<file path="config.mk">
export PLATFORM = sky130hd
export DESIGN_NAME = flex_serial_tx_ctrl
export DESIGN_NICKNAME = d
export VERILOG_FILES = /design/src/rtl/flex_serial_tx_ctrl.sv
export SDC_FILE = /design/constraint.sdc
export NUM_CORES = 1
export LEC_CHECK = 0
export BUFFER_PORTS_ARGS = -buffer_cell sky130_fd_sc_hd__buf_2
export CAP_MARGIN = 25
export CORE_AREA = 4 4 64 66
export DETAILED_ROUTE_END_ITERATION = 7
export DIE_AREA = 0 0 68 70
export GPL_TIMING_DRIVEN = 0
export PLACE_DENSITY = 0.59
export SLEW_MARGIN = 20
export SYNTH_ARGS = -nofsm -noshare
export SYNTH_HDL_FRONTEND = slang
export SYNTH_SLANG_ARGS = --single-unit
export TNS_END_PERCENT = 100
</file>
<file path="constraint.sdc">
create_clock -name clk -period 1.9 [get_ports clk]
set_clock_uncertainty 0.15 [all_clocks]
set_input_delay 0.19 -clock clk [delete_from_list [all_inputs] [get_ports clk]]
set_output_delay 0.19 -clock clk [all_outputs]
set_load 0.005 [all_outputs]
</file>
<file path="src/rtl/flex_serial_tx_ctrl.sv">
// Transmit-side controller for a flex_pts_sr: frames each accepted word
// as start(0), data LSB first, stop(1), one bit every BIT_PERIOD clocks.
module flex_serial_tx_ctrl #(
   parameter int DATA_BITS  = 16,
   parameter int BIT_PERIOD = 4
) (
   input  logic                 clk,
   input  logic                 n_rst,
   input  logic [DATA_BITS-1:0] data_in,
   input  logic                 data_valid,
   output logic                 data_ready,
   output logic [DATA_BITS+1:0] frame_out,
   output logic                 load_enable,
   output logic                 shift_enable,
   output logic                 tx_busy,
   output logic                 tx_done
);

   localparam int TW = (BIT_PERIOD > 1) ? $clog2(BIT_PERIOD) : 1;
   localparam int CW = $clog2(DATA_BITS + 2);

   localparam logic [TW-1:0] T_LAST = TW'(BIT_PERIOD - 1);
   localparam logic [CW-1:0] C_LAST = CW'(DATA_BITS + 1);

   typedef enum logic [1:0] {
      IDLE,
      LOAD,
      SEND
   } state_t;

   state_t               state;
   state_t               nxt_state;
   logic [DATA_BITS-1:0] data_reg;
   logic [DATA_BITS-1:0] nxt_data;
   logic [TW-1:0]        bit_timer;
   logic [TW-1:0]        nxt_timer;
   logic [CW-1:0]        bit_cnt;
   logic [CW-1:0]        nxt_cnt;
   logic                 bit_end;

   always_ff @(posedge clk or negedge n_rst) begin
      if (!n_rst) begin
         state     <= IDLE;
         data_reg  <= '0;
         bit_timer <= '0;
         bit_cnt   <= '0;
      end else begin
         state     <= nxt_state;
         data_reg  <= nxt_data;
         bit_timer <= nxt_timer;
         bit_cnt   <= nxt_cnt;
      end
   end

   assign bit_end = (bit_timer == T_LAST);

   // Strobes depend only on registered state, never on data_valid.
   always_comb begin
      nxt_state    = state;
      nxt_data     = data_reg;
      nxt_timer    = bit_timer;
      nxt_cnt      = bit_cnt;
      data_ready   = 1'b0;
      load_enable  = 1'b0;
      shift_enable = 1'b0;
      tx_done      = 1'b0;
      unique case (state)
         IDLE: begin
            data_ready = 1'b1;
            if (data_valid) begin
               nxt_data  = data_in;
               nxt_state = LOAD;
            end
         end
         LOAD: begin
            load_enable = 1'b1;
            nxt_timer   = '0;
            nxt_cnt     = '0;
            nxt_state   = SEND;
         end
         SEND: begin
            if (!bit_end) begin
               nxt_timer = bit_timer + TW'(1);
            end else if (bit_cnt != C_LAST) begin
               shift_enable = 1'b1;
               nxt_cnt      = bit_cnt + CW'(1);
               nxt_timer    = '0;
            end else begin
               tx_done   = 1'b1;
               nxt_timer = '0;
               nxt_cnt   = '0;
               nxt_state = IDLE;
            end
         end
         default: begin
            nxt_state = IDLE;
         end
      endcase
   end

   assign tx_busy   = (state != IDLE);
   assign frame_out = {1'b1, data_reg, 1'b0};

endmodule

</file>
Yosys cells after proc, flatten, opt, wreduce, memory -nomap -nowiden:

Cells that the tools add are included.

* flip-flop bits (word level): 25
* bits in latches: 0
* bits in writable memories: 0
* bits in read-only memories: 0
* output and inout bits: 23
* logic and storage cells: 36
* memories kept: 0

* add/sub/neg operators: 2
* multipliers: 0
* divide/modulo/power cells: 0
* magnitude comparators: 0
* equality and inequality tests: 7
* shift operators: 0
* mux-type cells: 17
* bitwise operators: 0
* reductions and logical operators: 6

Operator list (count)
* two-way mux 5 bit: 2
* case mux 5 bit (2 select lines): 1
* two-way mux 1 bit: 8
* two-way mux 2 bit: 4
* != test 2 bit, second input constant: 3
* case mux 2 bit (3 select lines): 1
* adder 5 x 1 -> 5 bit, second input constant: 1
* != test 5 bit, second input constant: 1
* == test 2 bit, second input constant: 2
* case mux 2 bit (2 select lines): 1
* AND reduction 2 bit: 2
* nonzero test 2 bit: 2
* AND reduction 3 bit: 1
* adder 2 x 1 -> 2 bit, second input constant: 1
* == test 2 x 1 -> 1 bit, second input constant: 1
* zero test 2 bit: 1

Depth between registers and ports, before layout:

Gate-level depths: netlist (run 1).

* depth in word-level cells: 4
* mapped depth: 6
* mapped depth without buffers: 5

Worst setup path before layout (run 1):

Ideal clock, no wire load.

* kind: reg-to-reg
* start: reg state[0]
* end: reg data_reg[10]
* setup time: 125 ps
* arrival: 1419 ps
* data required time: 1625 ps
* setup slack: 206 ps
* stages on the path, launching flop included: 6
* buffers on the path: 1
* clock period less this slack: 1694 ps
* cell sequence: dfrtp_1 > inv_1 > ha_1 > nand2_1 > buf_2 > mux2_2

* longest elaborated chain between the ends: 2

RTL lines
* start, declared: RTL line 31 `state_t state;`
* start signal, assigned: RTL line 48 `state <= nxt_state;`
* zero test 2 bit: RTL line 67 `unique case (state)`
* AND reduction 2 bit (no line)
* end signal, assigned: RTL line 49 `data_reg <= nxt_data;`
* end, declared: RTL line 33 `logic [DATA_BITS-1:0] data_reg;`

No other way between the ends.
A chain may end at the register's enable or synchronous reset.

Final worst setup path (run 1):

* start: reg bit_cnt[0]
* end: out shift_enable

* longest elaborated chain between the ends: 4

RTL lines
* start, declared: RTL line 37 `logic [CW-1:0] bit_cnt;`
* start signal, assigned: RTL line 51 `bit_cnt <= nxt_cnt;`
* != test 5 bit: RTL line 84 `end else if (bit_cnt != C_LAST) begin`
* two-way mux 1 bit: RTL line 84
* two-way mux 1 bit: RTL line 82 `if (!bit_end) begin`
* two-way mux 1 bit: RTL line 67
* end, declared: RTL line 14 `output logic shift_enable,`

No other way between the ends.

==> results of run 1 <==
## critical path, stage by stage, from the launching register on
cell	delay [ns]
dfrtp_1	0.44
ha_1	0.22
nor4bb_4	0.15
buf_4	0.15
nor2_1	0.10
buf_2	0.12
## repair_timing
item	in CTS	in global routing
hold endpoints to repair	41	0
setup buffers	3	1
hold buffers	17	0
endpoints found under the setup margin	1	13
resized for setup	0	7
## cell usage after synthesis, types with 2 or more instances
cell type and instances:
dfrtp_1 25, mux2_2 16, inv_1 10, ha_1 7, o21ai_0 7, nand2_1 3, nand3_1 3, a31oi_1 2
buf_2 2, buf_4 2, conb_1 2, nor2b_1 2, o31ai_1 2, o32ai_1 2, o41ai_1 2
## layer usage
layer	GRT usage	up-vias
li1	-	476
met1	0.144	446
met2	0.194	28
met3	0.0322	0
met4	0.0265	0
met5	0	-
## cell usage in the layout (no fill, tap or decap), types with 2 or more instances in the layout
cell	n
buf_2	39
o31ai_1	2
conb_1	2
o21ai_0	7
dlygate4sd3_1	17
o32ai_1	2
clkbuf_4	4
nor2b_1	2
nand3_1	3
inv_1	9
a31oi_1	2
nand2_1	2
buf_4	6
dfrtp_1	25
mux2_2	16
ha_1	6
o41ai_1	2
## kinds of logic after synthesis
group / after synthesis / synth area share
AO/OA/AOI/OAI: 17 / 0.0938
adder cells (fa/ha/maj): 7 / 0.0722
buffers and inverters: 14 / 0.0515
flip-flops: 25 / 0.515
multiplexers: 16 / 0.148
other: 2 / 0.00619
AND/OR/NAND/NOR: 18 / 0.112
## area by class of cell
type                       instances  area (µm²)  share of cell area
timing repair buffer              60         395               0.231
clock buffer                       4        26.3              0.0154
tap                               48        60.1              0.0351
buffer                             4        33.8              0.0198
multi-input combinational         60         531               0.310
inverter                          10        37.5              0.0220
sequential                        25         626               0.366
## worst paths after layout
path	startpoint	endpoint	slack, ns	depth (start not counted)
setup reg to reg	bit_cnt[0]$_DFFE_PN0P_	state[0]$_DFFE_PN0P_	0.12	7
hold reg to reg	data_reg[12]$_DFFE_PN0P_	data_reg[12]$_DFFE_PN0P_	0.36	1
min in group asynchronous	n_rst	state[0]$_DFFE_PN0P_	0.23	2
hold / removal	data_valid	state[1]$_DFFE_PN0P_	0.17	4
setup / recovery	bit_cnt[0]$_DFFE_PN0P_	shift_enable	0.07	5
max in group asynchronous	n_rst	data_reg[14]$_DFFE_PN0P_	1.00	2
## metrics by stage
stage,instances,total power (µW),hold WS (ns),util
2_1_floorplan,99,1380,-0.256,-
3_3_place_gp,186,1680,0.0572,0.410
3_5_place_dp,186,1730,0.0610,0.410
4_1_cts,210,1980,0.139,0.472
5_1_grt,211,2180,0.160,0.478
6_report,211,1990,0.170,0.478
## power by group through the flow
stage	registers (µW)	logic, µW	clock network (µW)
2_1_floorplan	866	511	0
6_report	840	923	224
5_1_grt	869	1030	275
4_1_cts	842	904	237
3_3_place_gp	839	845	0
3_5_place_dp	855	877	0
==> qor.csv, run 1 <==
metric;value;unit
CP required;1.56;ns
wire length of the first global-routing pass;4310;µm
IO buf count;39;
final setup margin;0.0706;ns
Post-Syn Area per Cell;12.3;µm²
max reg flops;16;
First-pass DRT Iterations;4;
Final Critical Period;1.83;ns
WP data arrival;1.49;ns
Die Y;70;µm
Seq pwr share;0.423;
Setup Viol. Count Final;0;
Synth area leaders;dfrtp_1, mux2_2, ha_1, inv_1, o21ai_0;
post-synthesis cell type count;27;
async set-reset flop share out of synthesis;1.00;
Max Freq;547;MHz
synthesized cell area;1210;µm²
final WL;2560;µm
die footprint;4760;µm²
Ant. Diodes;0;
crit share post-route;0.963;
Detailed Place HPWL;1820;µm
Core Area;3580;µm²
Post-synth EDFFs;0;
Pwr Density;1160;nW/µm²
vias in the first global route;962;
Initial Utilization;0.339;
width of the die;68;µm
status;complete, no violations;
Psw;670;µW
Worst VDD drop;0.556;mV
Post-route DRC;0;
CTS buffer count;3;
DR vias;950;
max-cap violations;0;
WL met1;1180;µm
synthesis-to-layout area growth;40.8;%
setup TNS;0;ns
initial antenna violation count;0;
DRT iter0 DRCs;24;
RePlAce Congestion;0.721;
Post-Synthesis Cells;99;
H-tree depth;1;
Fin. Hold Viols;0;
Post-DRT Antenna Nets;0;
Worst Hold Class;input pin to register;
Seq cells post-synth;25;
clock share of power;0.113;
TritonCTS clock tree;yes;
Avg Vias per Cell;4.50;
gr ovfl total;0;
Crit Path Class;register to output pin;
CTS root buffer;clkbuf_4;
Clock Pin Slew Worst Setup and Hold Paths;0.12;ns
Clock Sinks;25;
Final Cell Area;1710;µm²
placed cell area;1470;µm²
Met3 Wirelength;140;µm
final net count;190;
critical path launch point type;register;
Internal;1320;µW
RSZ-0062 raised after global routing;true;
share of layout cells above drive strength 1;0.460;
crit-path max FO;5;
GR Util All Layers;0.115;
Top Metal Used;met3;
Slew @ Worst Pin;0.547;ns
Yosys top cell by area;dfrtp_1;
Synth warnings;0;
row count;22;
per-cell routed wire length;12.2;µm
Synth Flop Type;dfrtp_1;
syn_nets;125;
Sw Share;0.337;
Fillers;343;
area share of the largest cell type after synthesis;0.515;
leakage power;0.000822;µW
register area share after synthesis;0.515;
metal2 WL;1240;µm
Crit. End Element;output pin;
pin count of the biggest net entering global routing;26;
Worst slew margin;0.635;
combinational share of power;0.465;
Clock Latency Late Sink;0.30;ns
max-slew violations;0;
dpl ws;0.0225;ns
I/O Pins;42;
CTS Buffer Depth;2;
(Power assumes the default switching activity.)
==> run 2, diff against run 1 <==
--- a/config.mk
+++ b/config.mk
@@ -10,7 +10,6 @@
 export CORE_AREA = 4 4 64 66
 export DETAILED_ROUTE_END_ITERATION = 7
 export DIE_AREA = 0 0 68 70
-export GPL_TIMING_DRIVEN = 0
 export PLACE_DENSITY = 0.59
 export SLEW_MARGIN = 20
 export SYNTH_ARGS = -nofsm -noshare
==> run 2 against run 1 <==
  * Critical endpoint unchanged
  * Power rose by 1.0%
  * Final area rose by 0.66%
  * Flip-flop and latch count did not move
  * Combinational power rose by 1%
==> qor.csv, run 2 (same netlist as run 1, synthesis figures left out) <==
metric;value;unit;change
status;complete, no violations;;
Pwr Density;1170;nW/µm²;+0.35%
Max Freq;535;MHz;-2.2%
leakage power;0.000824;µW;+0.29%
max-slew violations;0;;unchanged
CTS buffer count;3;;unchanged
Avg Vias per Cell;4.60;;+2.1%
TritonCTS clock tree;yes;;
Clock Pin Slew Worst Setup and Hold Paths;0.14;ns;+0.02 ns
GR Util All Layers;0.116;;+0.000212
share of layout cells above drive strength 1;0.463;;+0.00284
RePlAce Congestion;0.765;;+6.1%
Crit. End Element;output pin;;
Clock Sinks;25;;unchanged
placed cell area;1460;µm²;-0.68%
Final Cell Area;1720;µm²;+0.66%
Design Power;2010;µW;+1.0%
I/O Pins;42;;unchanged
Detailed Place HPWL;1830;µm;+0.78%
WP buf/inv;3;;+1
CP required;1.56;ns;about the same
Core Area;3580;µm²;unchanged
First-pass DRT Iterations;4;;unchanged
WP data arrival;1.53;ns;+0.04 ns
final WL;2620;µm;+2.2%
Critical-path top delay cell;dfrtp_1;;
gr ovfl total;0;;unchanged
Worst slew margin;0.637;;+0.00218
max-cap violations;0;;unchanged
Post-DRT Antenna Nets;0;;unchanged
crit-path max FO;3;;-2
DR vias;965;;+1.6%
initial antenna violation count;0;;unchanged
CTS root buffer;clkbuf_4;;
synthesis-to-layout area growth;41.8;%;
CP Cell Sequence;inv_1, ha_1, nor4bb_4, buf_4, nor2_1, buf_2;;
IO buf count;39;;unchanged
critical path launch point type;register;;
RSZ-0062 raised after global routing;true;;
Post-route DRC;0;;unchanged
Initial Utilization;0.339;;unchanged
CTS Buffer Depth;2;;unchanged
Clock Latency Late Sink;0.32;ns;+0.02 ns
commonest non-fill, non-tap cell in the layout;buf_2;;
Slew @ Worst Pin;0.544;ns;-0.00327 ns
slowest cell delay on critical path;0.42;ns;-0.02 ns
setup TNS;0;ns;unchanged
Multi-input gate area;552;µm²;+4.0%
dpl ws;0.118;ns;+0.0952 ns
Setup Viol. Count Final;0;;unchanged
pin count of the biggest net entering global routing;26;;unchanged
row count;22;;unchanged
DRT iter0 DRCs;27;;+13%
Fin. Hold Viols;0;;unchanged
crit share post-route;0.984;;+0.0214
wire length of the first global-routing pass;4310;µm;+0.16%
die footprint;4760;µm²;unchanged
Final Critical Period;1.87;ns;+0.0407 ns
Worst VDD drop;0.770;mV;+38%
Fillers;347;;+1.2%
max reg flops;16;;unchanged
Worst Hold Class;input pin to register;;
commonest cells after routing, fill and taps aside;buf_2, dfrtp_1, dlygate4sd3_1, mux2_2, inv_1;;
vias in the first global route;942;;-2.1%
per-cell routed wire length;12.5;µm;+2.7%
H-tree depth;1;;unchanged
final net count;189;;-0.53%
Crit Path Class;register to output pin;;
width of the die;68;µm;unchanged
Ant. Diodes;0;;unchanged
Die Y;70;µm;unchanged
sequential cell area;626;µm²;unchanged
Top Family by Delay on Critical Path;flip-flops;;
final setup margin;0.0298;ns;-0.0408 ns
## run 2: worst register-to-register path, delay by kind of cell (launching register included)
kind            cells  cell delay [ns]
compound gates      1             0.30
fa+ha+maj           1             0.22
buf+inv             2             0.28
flops               1             0.44
simple gates        2             0.31
## run 2: cell type report
type / count / area share
multi-input cells: 60 / 0.321
flip-flops and latches: 25 / 0.364
clock inverters: 1 / 0.00291
repair buffers: 63 / 0.243
well taps: 48 / 0.0349
inverters: 10 / 0.0218
clock buffers: 3 / 0.0131
## run 2: final timing paths
path / start / cells after the start / slack, ns / end
min reg2reg: data_reg[14]$_DFFE_PN0P_ / 1 / 0.36 / data_reg[14]$_DFFE_PN0P_
max in group asynchronous: n_rst / 2 / 1.01 / data_reg[12]$_DFFE_PN0P_
max reg2reg: bit_cnt[0]$_DFFE_PN0P_ / 6 / 0.11 / bit_cnt[3]$_DFFE_PN0P_
min in group asynchronous: n_rst / 2 / 0.22 / data_reg[0]$_DFFE_PN0P_
max: bit_cnt[1]$_DFFE_PN0P_ / 6 / 0.03 / shift_enable
min: data_valid / 4 / 0.18 / state[1]$_DFFE_PN0P_
## run 2: per-stage QoR
| step | util | cells | hold WS, ns |
|---|---|---|---|
| global route | 0.481 | 210 | 0.195 |
| CTS | 0.473 | 208 | 0.153 |
| floorplan | - | 99 | -0.256 |
| finish | 0.481 | 210 | 0.176 |
| detailed placement | 0.408 | 184 | 0.0596 |
| global placement | 0.408 | 184 | 0.0576 |
## run 2: what timing repair did
item,in CTS,in global routing
endpoints found under the setup margin,2,5
pin swaps,0,1
hold buffers,17,0
endpoints found under the hold margin,41,0
setup buffers,3,2
resized for setup,2,3
## run 2: power breakdown
group | leakage, µW | internal [µW] | switching (µW) | total, µW
Combinational | 0.000496 | 496 | 437 | 933
Clock | 0.0000177 | 78.7 | 155 | 233
Sequential | 0.000310 | 741 | 98.7 | 840
Total | 0.000824 | 1320 | 691 | 2010
## run 2: layer usage
layer,part of all wire,global-route usage
met1,0.43,0.143
met2,0.48,0.190
met3,0.071,0.0338
met4,0.020,0.0353
met5,0,0
==> run 3, diff against run 2 <==
--- a/config.mk
+++ b/config.mk
@@ -10,7 +10,6 @@
 export CORE_AREA = 4 4 64 66
 export DETAILED_ROUTE_END_ITERATION = 7
 export DIE_AREA = 0 0 68 70
-export PLACE_DENSITY = 0.59
 export SLEW_MARGIN = 20
 export SYNTH_ARGS = -nofsm -noshare
 export SYNTH_HDL_FRONTEND = slang
==> constraint.sdc (replaced) <==
create_clock -name clk -period 1.7 [get_ports clk]
set_clock_uncertainty 0.15 [all_clocks]
set_input_delay 0.17 -clock clk [delete_from_list [all_inputs] [get_ports clk]]
set_output_delay 0.17 -clock clk [all_outputs]
set_load 0.005 [all_outputs]
==> run 3 against run 2 <==
  * The flow now finishes with violations (setup timing)
  * Register-to-register slack about the same
  * Critical path type unchanged
  * Cell count up 0.48%
  * Worst setup slack worse by 0.20 ns
  * Flip-flop and latch count unchanged
  * Largest power group unchanged
  * Highest routed layer unchanged
==> qor.csv, run 3 (same netlist as run 1, synthesis figures left out) <==
metric;value;unit;change
Clock Pin Slew Worst Setup and Hold Paths;0.14;ns;about the same
sequential cell area;627;µm²;+0.20%
met3 GRT Util;0.0161;;-0.0177
CP required;1.38;ns;-0.18 ns
DR vias;968;;+0.31%
Multi-input gate area;579;µm²;+5.0%
Detailed Place HPWL;1790;µm;-2.2%
pin count of the biggest net entering global routing;26;;unchanged
Worst Hold Class;input pin to register;;
Crit Path Class;register to output pin;;
Core Area;3580;µm²;unchanged
DRT iter0 DRCs;14;;-48%
Fin. Hold Viols;0;;unchanged
IO buf count;39;;unchanged
commonest non-fill, non-tap cell in the layout;buf_2;;
synthesis-to-layout area growth;46.5;%;
Post-route DRC;0;;unchanged
Worst slew margin;0.634;;-0.00308
CTS root buffer;clkbuf_4;;
RSZ-0062 raised after global routing;true;;
status;finished with violations;;
initial antenna violation count;0;;unchanged
Worst Hold End;state[0]$_DFFE_PN0P_;;
max-cap violations;0;;unchanged
global routing's busiest layer;met2;;
Final Critical Period;1.87;ns;
hold_ws;0.173;ns;-0.00345 ns
Clock Sinks;25;;unchanged
commonest cells after routing, fill and taps aside;buf_2, dfrtp_1, dlygate4sd3_1, mux2_2;;
Post-DRT Antenna Nets;0;;unchanged
hold_sp;data_valid;;
share of layout cells above drive strength 1;0.509;;+0.0462
die footprint;4760;µm²;unchanged
GR Util All Layers;0.117;;+0.00119
Ant. Diodes;0;;unchanged
WP data arrival;1.55;ns;+0.02 ns
Sw Share;0.340;;-0.00388
I/O Pins;42;;unchanged
Slew @ Worst Pin;0.549;ns;+0.00462 ns
clock share of power;0.117;;about the same
CTS buffer count;3;;unchanged
violated checks;setup timing;;
Critical R2R Launch;bit_cnt[1]$_DFFE_PN0P_;;
gr ovfl total;0;;unchanged
row count;22;;unchanged
Avg Vias per Cell;4.59;;-0.16%
Die Y;70;µm;unchanged
final setup margin;-0.168;ns;-0.197 ns
Reg2Reg Capture Point;state[1]$_DFFE_PN0P_;;
Setup Viol. Count Final;2;;+2
crit share post-route;1.10;;
Fillers;332;;-4.3%
crit-path max FO;5;;+2
leakage power;0.000829;µW;+0.58%
Worst VDD drop;0.556;mV;-28%
r2r worst-path depth;6;;unchanged
Reg2Reg Setup Slack;0.11;ns;about the same
Initial Utilization;0.339;;unchanged
combinational share of power;0.478;;+0.013
Clock Latency Late Sink;0.32;ns;about the same
per-cell routed wire length;12.2;µm;-2.4%
Pwr Density;1320;nW/µm²;+13%
Psw;798;µW;+16%
Internal;1550;µW;+18%
vias in the first global route;1020;;+8.3%
final net count;190;;+0.53%
H-tree depth;1;;unchanged
width of the die;68;µm;unchanged
Crit. End Element;output pin;;
Max Freq;535;MHz;
final WL;2570;µm;-1.9%
GRT met2 Usage;0.203;;+0.0139
wire length of the first global-routing pass;4310;µm;unchanged
RePlAce Congestion;0.745;;-2.6%
TritonCTS clock tree;yes;;
max-slew violations;0;;unchanged
Design Power;2340;µW;+17%
Seq pwr share;0.405;;-0.014
worst hold path stage count;4;;unchanged
GR Util met1;0.131;;-0.0125
Worst Setup SP;bit_cnt[1]$_DFFE_PN0P_;;
critical path launch point type;register;;
First-pass DRT Iterations;4;;unchanged
max reg flops;16;;unchanged
CTS Buffer Depth;2;;unchanged
run 3: changes by cell type in the layout (fill, tap and decap cells not counted), moves of 2 or more:
cell / before / now
ha_1: 5 / 3
ha_4: 1 / 3
inv_1: 10 / 7
inv_2: 0 / 3
run 3: layout make-up:
class / count / area share
sequential: 25 / 0.353
multi-input combinational: 60 / 0.326
timing repair buffer: 64 / 0.250
tap: 48 / 0.0338
inverter: 10 / 0.0211
clock buffer: 3 / 0.0127
clock inverter: 1 / 0.00422
run 3: worst max-delay path by stage:
stage                                          end  slack [ns]  depth (start not counted)
final                                      tx_done       -0.17                          5
after CTS                                  tx_done       -0.16                          5
after global routing                       tx_done       -0.28                          5
after floorplan           data_reg[10]$_DFFE_PN0P_       0.006                          5
after detailed placement    bit_cnt[3]$_DFFE_PN0P_        0.08                          5
after global placement      bit_cnt[4]$_DFFE_PN0P_        0.13                          5
run 3: metrics by stage:
stage	setup TNS (ns)	cell area, µm²	utilization	cells	setup WS [ns]
5_1_grt	-0.473	1780	0.497	211	-0.283
2_1_floorplan	0	1210	-	99	0.00614
6_report	-0.242	1780	0.497	211	-0.168
3_5_place_dp	0	1490	0.415	186	0.0841
4_1_cts	-0.242	1710	0.478	210	-0.164
3_3_place_gp	0	1490	0.415	186	0.128
run 3: timing repair:
item,in CTS,in global routing
hold buffers,17,0
endpoints found under the hold margin,41,0
gates resized for setup,1,13
setup buffers,3,1
setup endpoints to repair,2,9
pin swaps,0,2
run 3: routing by layer:
layer,vias up,wire length [µm]
li1,474,-
met1,460,1030
met2,32,1370
met3,2,143
met4,0,34
met5,-,0
run 3: critical path, stage by stage (launching register included):
cell and delay (ns):
dfrtp_1 0.42, inv_2 0.07, ha_4 0.12, nor4bb_4 0.28, and3_4 0.25, buf_6 0.09
run 3: power by group through the flow:
stage | Combinational (µW) | Clock [µW] | Sequential, µW
finish | 1120 | 275 | 949
global route | 1250 | 327 | 980
CTS | 1070 | 293 | 943
detailed placement | 1040 | 0 | 955
global placement | 1020 | 0 | 938
floorplan | 571 | 0 | 968
